$ cat src/rtl/branch_pkg.sv
// Shared types and constants for the branch resolver.
package branch_pkg;

  typedef enum logic [1:0] {
    IDLE     = 2'd0,
    REDIRECT = 2'd1,
    FLUSH    = 2'd2
  } state_e;

  localparam int WORD_SHIFT     = 2;
  localparam int DEFAULT_ADDR_W = 32;

endpackage : branch_pkg

$ cat src/rtl/branch_stats.sv
// Resolved/taken branch event counters; both wrap at 2^32.
module branch_stats (
  input  logic        clk,
  input  logic        rst_n,
  input  logic        resolve_i,
  input  logic        taken_i,
  output logic [31:0] stat_resolved_o,
  output logic [31:0] stat_taken_o
);

  logic [31:0] resolved_q, resolved_d;
  logic [31:0] taken_q, taken_d;

  // Next-count selection
  always_comb begin
    resolved_d = resolved_q;
    taken_d    = taken_q;
    if (resolve_i) begin
      resolved_d = resolved_q + 32'd1;
      if (taken_i) begin
        taken_d = taken_q + 32'd1;
      end else begin
        taken_d = taken_q;
      end
    end else begin
      resolved_d = resolved_q;
    end
  end

  // Counter registers
  always_ff @(posedge clk or negedge rst_n) begin
    if (!rst_n) begin
      resolved_q <= 32'd0;
      taken_q    <= 32'd0;
    end else begin
      resolved_q <= resolved_d;
      taken_q    <= taken_d;
    end
  end

  assign stat_resolved_o = resolved_q;
  assign stat_taken_o    = taken_q;

endmodule : branch_stats

$ cat src/rtl/branch_resolver.sv
// EX-stage branch resolution: registered PC redirect plus IF/ID, ID/EX flush sequencing.
// Optional counters enabled by defining BRANCH_RESOLVER_STATS_EN.
module branch_resolver
  import branch_pkg::*;
#(
  parameter int ADDR_W       = DEFAULT_ADDR_W,
  parameter int FLUSH_CYCLES = 2
) (
  input  logic              clk,
  input  logic              rst_n,
  input  logic              ex_valid,
  input  logic              ex_is_branch,
  input  logic              alu_branch,
  input  logic [ADDR_W-1:0] ex_pc,
  input  logic [ADDR_W-1:0] ex_offset,
  input  logic              stall,
  output logic              pc_redirect,
  output logic [ADDR_W-1:0] pc_target,
  output logic              flush_ifid,
  output logic              flush_idex,
`ifdef BRANCH_RESOLVER_STATS_EN
  output logic              busy,
  output logic [31:0]       stat_resolved,
  output logic [31:0]       stat_taken
`else
  output logic              busy
`endif
);

  if (FLUSH_CYCLES < 1) begin : g_bad_cfg
    $error("branch_resolver: FLUSH_CYCLES must be >= 1");
  end

  localparam int              CNT_W    = $clog2(FLUSH_CYCLES + 1);
  localparam logic [CNT_W-1:0] CNT_ONE  = CNT_W'(1);
  localparam logic [CNT_W-1:0] CNT_LOAD = CNT_W'(FLUSH_CYCLES - 1);

  state_e            state_q, state_d;
  logic [CNT_W-1:0]  cnt_q, cnt_d;
  logic [ADDR_W-1:0] target_q, target_d;
  logic              redirect_q, redirect_d;
  logic              flush_q, flush_d;

  logic              take_s;
  logic              resolve_s;
  logic [ADDR_W-1:0] target_s;

  // Qualifier gates alu_branch so a stale/unknown flag never leaks into take
  assign take_s    = ex_valid && ex_is_branch && alu_branch;
  assign resolve_s = (state_q == IDLE) && ex_valid && ex_is_branch && !stall;
  assign target_s  = ex_pc + (ex_offset << WORD_SHIFT);

  // Next-state, counter and target selection
  always_comb begin
    state_d  = state_q;
    cnt_d    = cnt_q;
    target_d = target_q;
    case (state_q)
      IDLE: begin
        if (take_s && !stall) begin
          target_d = target_s;
          state_d  = REDIRECT;
        end else begin
          state_d  = IDLE;
        end
      end
      REDIRECT: begin
        if (stall) begin
          state_d = REDIRECT;
        end else if (FLUSH_CYCLES == 1) begin
          state_d = IDLE;
        end else begin
          cnt_d   = CNT_LOAD;
          state_d = FLUSH;
        end
      end
      FLUSH: begin
        if (stall) begin
          state_d = FLUSH;
        end else if (cnt_q > CNT_ONE) begin
          cnt_d   = cnt_q - CNT_ONE;
        end else begin
          cnt_d   = '0;
          state_d = IDLE;
        end
      end
      default: begin
        cnt_d   = '0;
        state_d = IDLE;
      end
    endcase
  end

  // Outputs are decoded from the next state so they register alongside it
  always_comb begin
    redirect_d = (state_d == REDIRECT);
    flush_d    = (state_d != IDLE);
  end

  // State and output registers
  always_ff @(posedge clk or negedge rst_n) begin
    if (!rst_n) begin
      state_q    <= IDLE;
      cnt_q      <= '0;
      target_q   <= '0;
      redirect_q <= 1'b0;
      flush_q    <= 1'b0;
    end else begin
      state_q    <= state_d;
      cnt_q      <= cnt_d;
      target_q   <= target_d;
      redirect_q <= redirect_d;
      flush_q    <= flush_d;
    end
  end

  assign pc_redirect = redirect_q;
  assign pc_target   = target_q;
  assign flush_ifid  = flush_q;
  assign flush_idex  = flush_q;
  assign busy        = flush_q;

`ifdef BRANCH_RESOLVER_STATS_EN
  branch_stats u_stats (
    .clk             (clk),
    .rst_n           (rst_n),
    .resolve_i       (resolve_s),
    .taken_i         (alu_branch),
    .stat_resolved_o (stat_resolved),
    .stat_taken_o    (stat_taken)
  );
`else
  logic unused_s;
  assign unused_s = resolve_s;
`endif

endmodule : branch_resolver
$ cat config.mk
export PLATFORM = sky130hd
export DESIGN_NAME = branch_resolver
export DESIGN_NICKNAME = d
export VERILOG_FILES = /design/src/rtl/branch_pkg.sv /design/src/rtl/branch_stats.sv /design/src/rtl/branch_resolver.sv
export SDC_FILE = /design/constraint.sdc
export NUM_CORES = 1
export LEC_CHECK = 0
export ABC_AREA = 1
export CAP_MARGIN = 20
export CORE_MARGIN = 2
export CORE_UTILIZATION = 54
export CTS_BUF_LIST = sky130_fd_sc_hd__clkbuf_8
export CTS_CLUSTER_SIZE = 28
export DETAILED_ROUTE_END_ITERATION = 7
export GPL_TIMING_DRIVEN = 0
export HOLD_SLACK_MARGIN = 0.1
export PLACE_DENSITY = 0.94
export SYNTH_ARGS = -nofsm -noshare
export SYNTH_HDL_FRONTEND = slang
export SYNTH_SLANG_ARGS = --single-unit
$ cat constraint.sdc
create_clock -name clk -period 2.42 [get_ports clk]
set_input_delay 0.484 -clock clk [delete_from_list [all_inputs] [get_ports clk]]
set_output_delay 0.484 -clock clk [all_outputs]
set_load 0.03 [all_outputs]
==> metrics.md <==
| Metric | Value |
|---|---|
| Reg-to-Reg Start | `state_q[1]` |
| Nets@finish | `approximately 800` |
| Overall power | `~3.0 mW` |
| Max-slew violations | `0` |
| Critical Path RT | `~2.6 ns` |
| Peak VDD IR | `approximately 0.31 mV` |
| Flops & latches, synth | `38` |
| Crit-path max FO | `4` |
| Fin Clk Skew | `a little over 0.004 ns` |
| Post-Route WL | `~11 mm` |
| Max_slew headroom | `0.453` |
| Synth Instances | `a little over 600` |
| Htree depth | `2` |
| Fillers | `562` |
| Clk root buf | `clkbuf_8` |
| First-pass GRT wire length | `roughly 18 mm` |
| Via count | `between 4000 and 5000` |
| Per-cell routed wire length | `between 10 and 15 um` |
| Die span in x | `86.4 um` |
| Placeable Area | `6680 sq um` |
| Clock Path Buffers | `2` |
| Leak | `2.74 nW` |
| Row count | `30` |
| P&R area growth vs syn | `34.7%` |
| Synth Net Count | `a little over 700` |
| Overall Global Routing Usage | `0.305` |
| DRT iter0 DRCs | `approximately 240` |
| Final hold viol count | `0` |
| Crit share post-route | `0.951` |
| Sequential share of the synthesized area | `0.259` |
| Num ports | `between 100 and 150` |
| Arrival time worst endpoint | `around 2.5 ns` |
| Post-DP HPWL | `9.16 mm` |
| Setup violators final | `0` |
| Gr ovfl total | `0` |
| Min-Delay Path Class | `primary input to asynchronous set/reset pin` |
| 1st-pass router iterations | `5` |
| Sum Neg Setup Slack | `0 ns` |
| CTS tree | `built` |
| CTS sink count | `38` |
| Maxcap violations | `0` |
| Largest net degree at the start of global routing | `39` |
| Die Span Y | `between 80 and 90 um` |
| Initial core utilization | `0.549` |
| Distinct cells, synth | `32` |
| YS warnings | `0` |
| Share of post-route cells with drive strength above 1 | `0.0418` |
| Full die area | `between 7000 and 8000 sq um` |
| Reg-to-Reg End | `pc_target[7]` |
| Mapped cell area | `3670 sq um` |
| Number of global-route vias before repair | `4135` |
| Tmin final | `approximately 2.3 ns` |
| Footprint of the multi-input gates | `2300 sq um` |
| Async SR Flop Fraction | `1.00` |
| EDFF count, synth | `0` |
| Initial antenna violation count | `0` |
| ANT nets after route | `0` |
| Post-placement worst setup slack | `-0.401 ns` |
| Final core utilization | `0.740` |
| Worst-skew pair later-pin latency | `just under 0.3 ns` |
| Crit path kind | `primary input to register` |
| CP startpoint kind | `primary input` |
| Post-Synthesis Mean Instance Area | `between 6 and 7 sq um` |
| Cell area power density | `approximately 600 nW/um^2` |
| Synth Flop Type | `dfrtp_1` |
| Status | `completed` |
| Critical path origin | `ex_offset[0]` |
| Slew @ Worst Pin | `about 0.8 ns` |
| Drt drc | `0` |
| RSZ-0062 raised after global routing | `false` |
| Routed vias/inst | `around 5.2` |
| Number of port buffers | `slightly above 100` |
| RePlAce Congestion | `roughly 0.9` |
| Worst-path clk slew | `about 0.080 ns` |
| Worst Setup End Kind | `register` |
| Diodes inserted | `0` |
| Final Worst Setup Slack | `0.118 ns` |
| R2R depth | `8` |
| R2R Setup Slk | `just under 0.7 ns` |
| Hold buffers post-CTS | `0` |
| Number of CTS-inserted buffers | `5` |
| FF/Latch Area | `between 900 and 1000 sq um` |
| Fmax | `around 430 MHz` |
-- power breakdown --
part           switching [mW]  internal, mW
combinational           0.899         0.634
sequential              0.105         0.798
clock                   0.224         0.303
-- area by class of cell --
class / instances / area share
Inverter: 107 / 0.0813
Multi-Input combinational cell: 452 / 0.466
Clock buffer: 5 / 0.0139
Timing Repair Buffer: 104 / 0.210
Tap cell: 80 / 0.0203
Sequential cell: 38 / 0.192
Buffer: 8 / 0.00861
Clock inverter: 3 / 0.00810
-- registers in the layout (all words and copies together) (netlist names) --
name / count
busy: 1
cnt_q: 2
pc_redirect: 1
pc_target: 32
state_q: 2
-- cell usage in the layout, fill, tap and decap left out --
| master | n |
|---|---|
| o221ai_1 | 1 |
| o21ai_0 | 12 |
| dfrtp_1 | 38 |
| nor2_2 | 5 |
| or2_1 | 2 |
| and2_1 | 1 |
| a31oi_1 | 2 |
| a21oi_1 | 20 |
| inv_2 | 1 |
| clkbuf_1 | 4 |
| o21ai_1 | 1 |
| xnor2_1 | 10 |
| dlymetal6s2s_1 | 1 |
| a21boi_0 | 1 |
| clkinv_2 | 2 |
| bufinv_16 | 1 |
| nor2_4 | 1 |
| xor2_1 | 1 |
| ha_1 | 32 |
| nand3_2 | 3 |
| inv_1 | 106 |
| ha_4 | 1 |
| fa_2 | 1 |
| nor2_1 | 36 |
| o21bai_1 | 4 |
| nand3_1 | 50 |
| nand2_2 | 3 |
| nand2_1 | 252 |
| buf_4 | 4 |
| and3_1 | 1 |
| a21o_1 | 1 |
| buf_2 | 2 |
| a21oi_2 | 1 |
| nand4_1 | 5 |
| clkdlybuf4s50_1 | 101 |
| clkbuf_8 | 5 |
| nand3b_1 | 4 |
| and3b_1 | 1 |
-- how the worst max path moves through the flow --
stage	slack, ns	endpoint
after floorplan	0.49	pc_target[26]
after global placement	-0.33	pc_target[26]
after detailed placement	-0.40	pc_target[26]
after CTS	0.04	pc_target[22]
after global routing	0.02	pc_target[24]
final	0.12	pc_target[26]
-- synthesized netlist by cell type (2+ instances only) --
master	n	area, sq um
ha_1	33	413
clkbuf_1	4	15.0
dfrtp_1	38	951
nand3b_1	4	30.0
nand3_1	52	260
nand4_1	5	31.3
a21oi_1	20	100
nand2_2	2	12.5
or2_1	2	12.5
a31oi_1	2	12.5
inv_1	106	398
nor2_2	5	31.3
nor2_1	36	135
nand2_1	253	950
buf_4	3	22.5
o21ai_0	12	60.1
o21bai_1	4	30.0
xnor2_1	10	87.6
-- metal layers --
layer,vias up,global-route usage,share of wire
li1,2075,-,-
met5,-,0,0
met1,1887,0.381,0.44
met4,0,0.108,0.029
met2,171,0.550,0.48
met3,34,0.0257,0.048
-- per-stage QoR --
step	instance area, sq um	cells	hold WS, ns
2_1_floorplan	3670	605	0.188
3_3_place_gp	4800	788	0.458
3_5_place_dp	4800	788	0.462
4_1_cts	4910	796	0.298
5_1_grt	4940	797	0.337
6_report	4940	797	0.280
-- worst max-delay path, stage by stage --
cell	delay (ns)
clkdlybuf4s50_1	0.51
ha_4	0.17
inv_1	0.05
fa_2	0.36
inv_1	0.09
nand3_1	0.09
nand3_2	0.12
nand2_1	0.08
nand2_2	0.10
nand2_1	0.08
nand3_1	0.08
nand2_1	0.05
nand3_1	0.13
nand2_1	0.08
-- cells by family (layout without fill, tap and decap cells) --
logic type               after synthesis  in the layout  share of synthesized area
AO/OA/AOI/OAI                         43             43                     0.0655
buffers and inverters                115            227                      0.121
flip-flops                            38             38                      0.259
AND/OR/NAND/NOR                      364            364                      0.410
XOR/XNOR                              11             11                     0.0263
adder cells (fa/ha/maj)               34             34                      0.118
-- repair_timing --
action                                  in CTS  in global routing
endpoints found under the setup margin       6                  7
resized for setup                            3                  4
hold endpoints to repair                     0                  0
setup buffers                                0                  1
No activity file was read; power rests on OpenSTA's default activity.
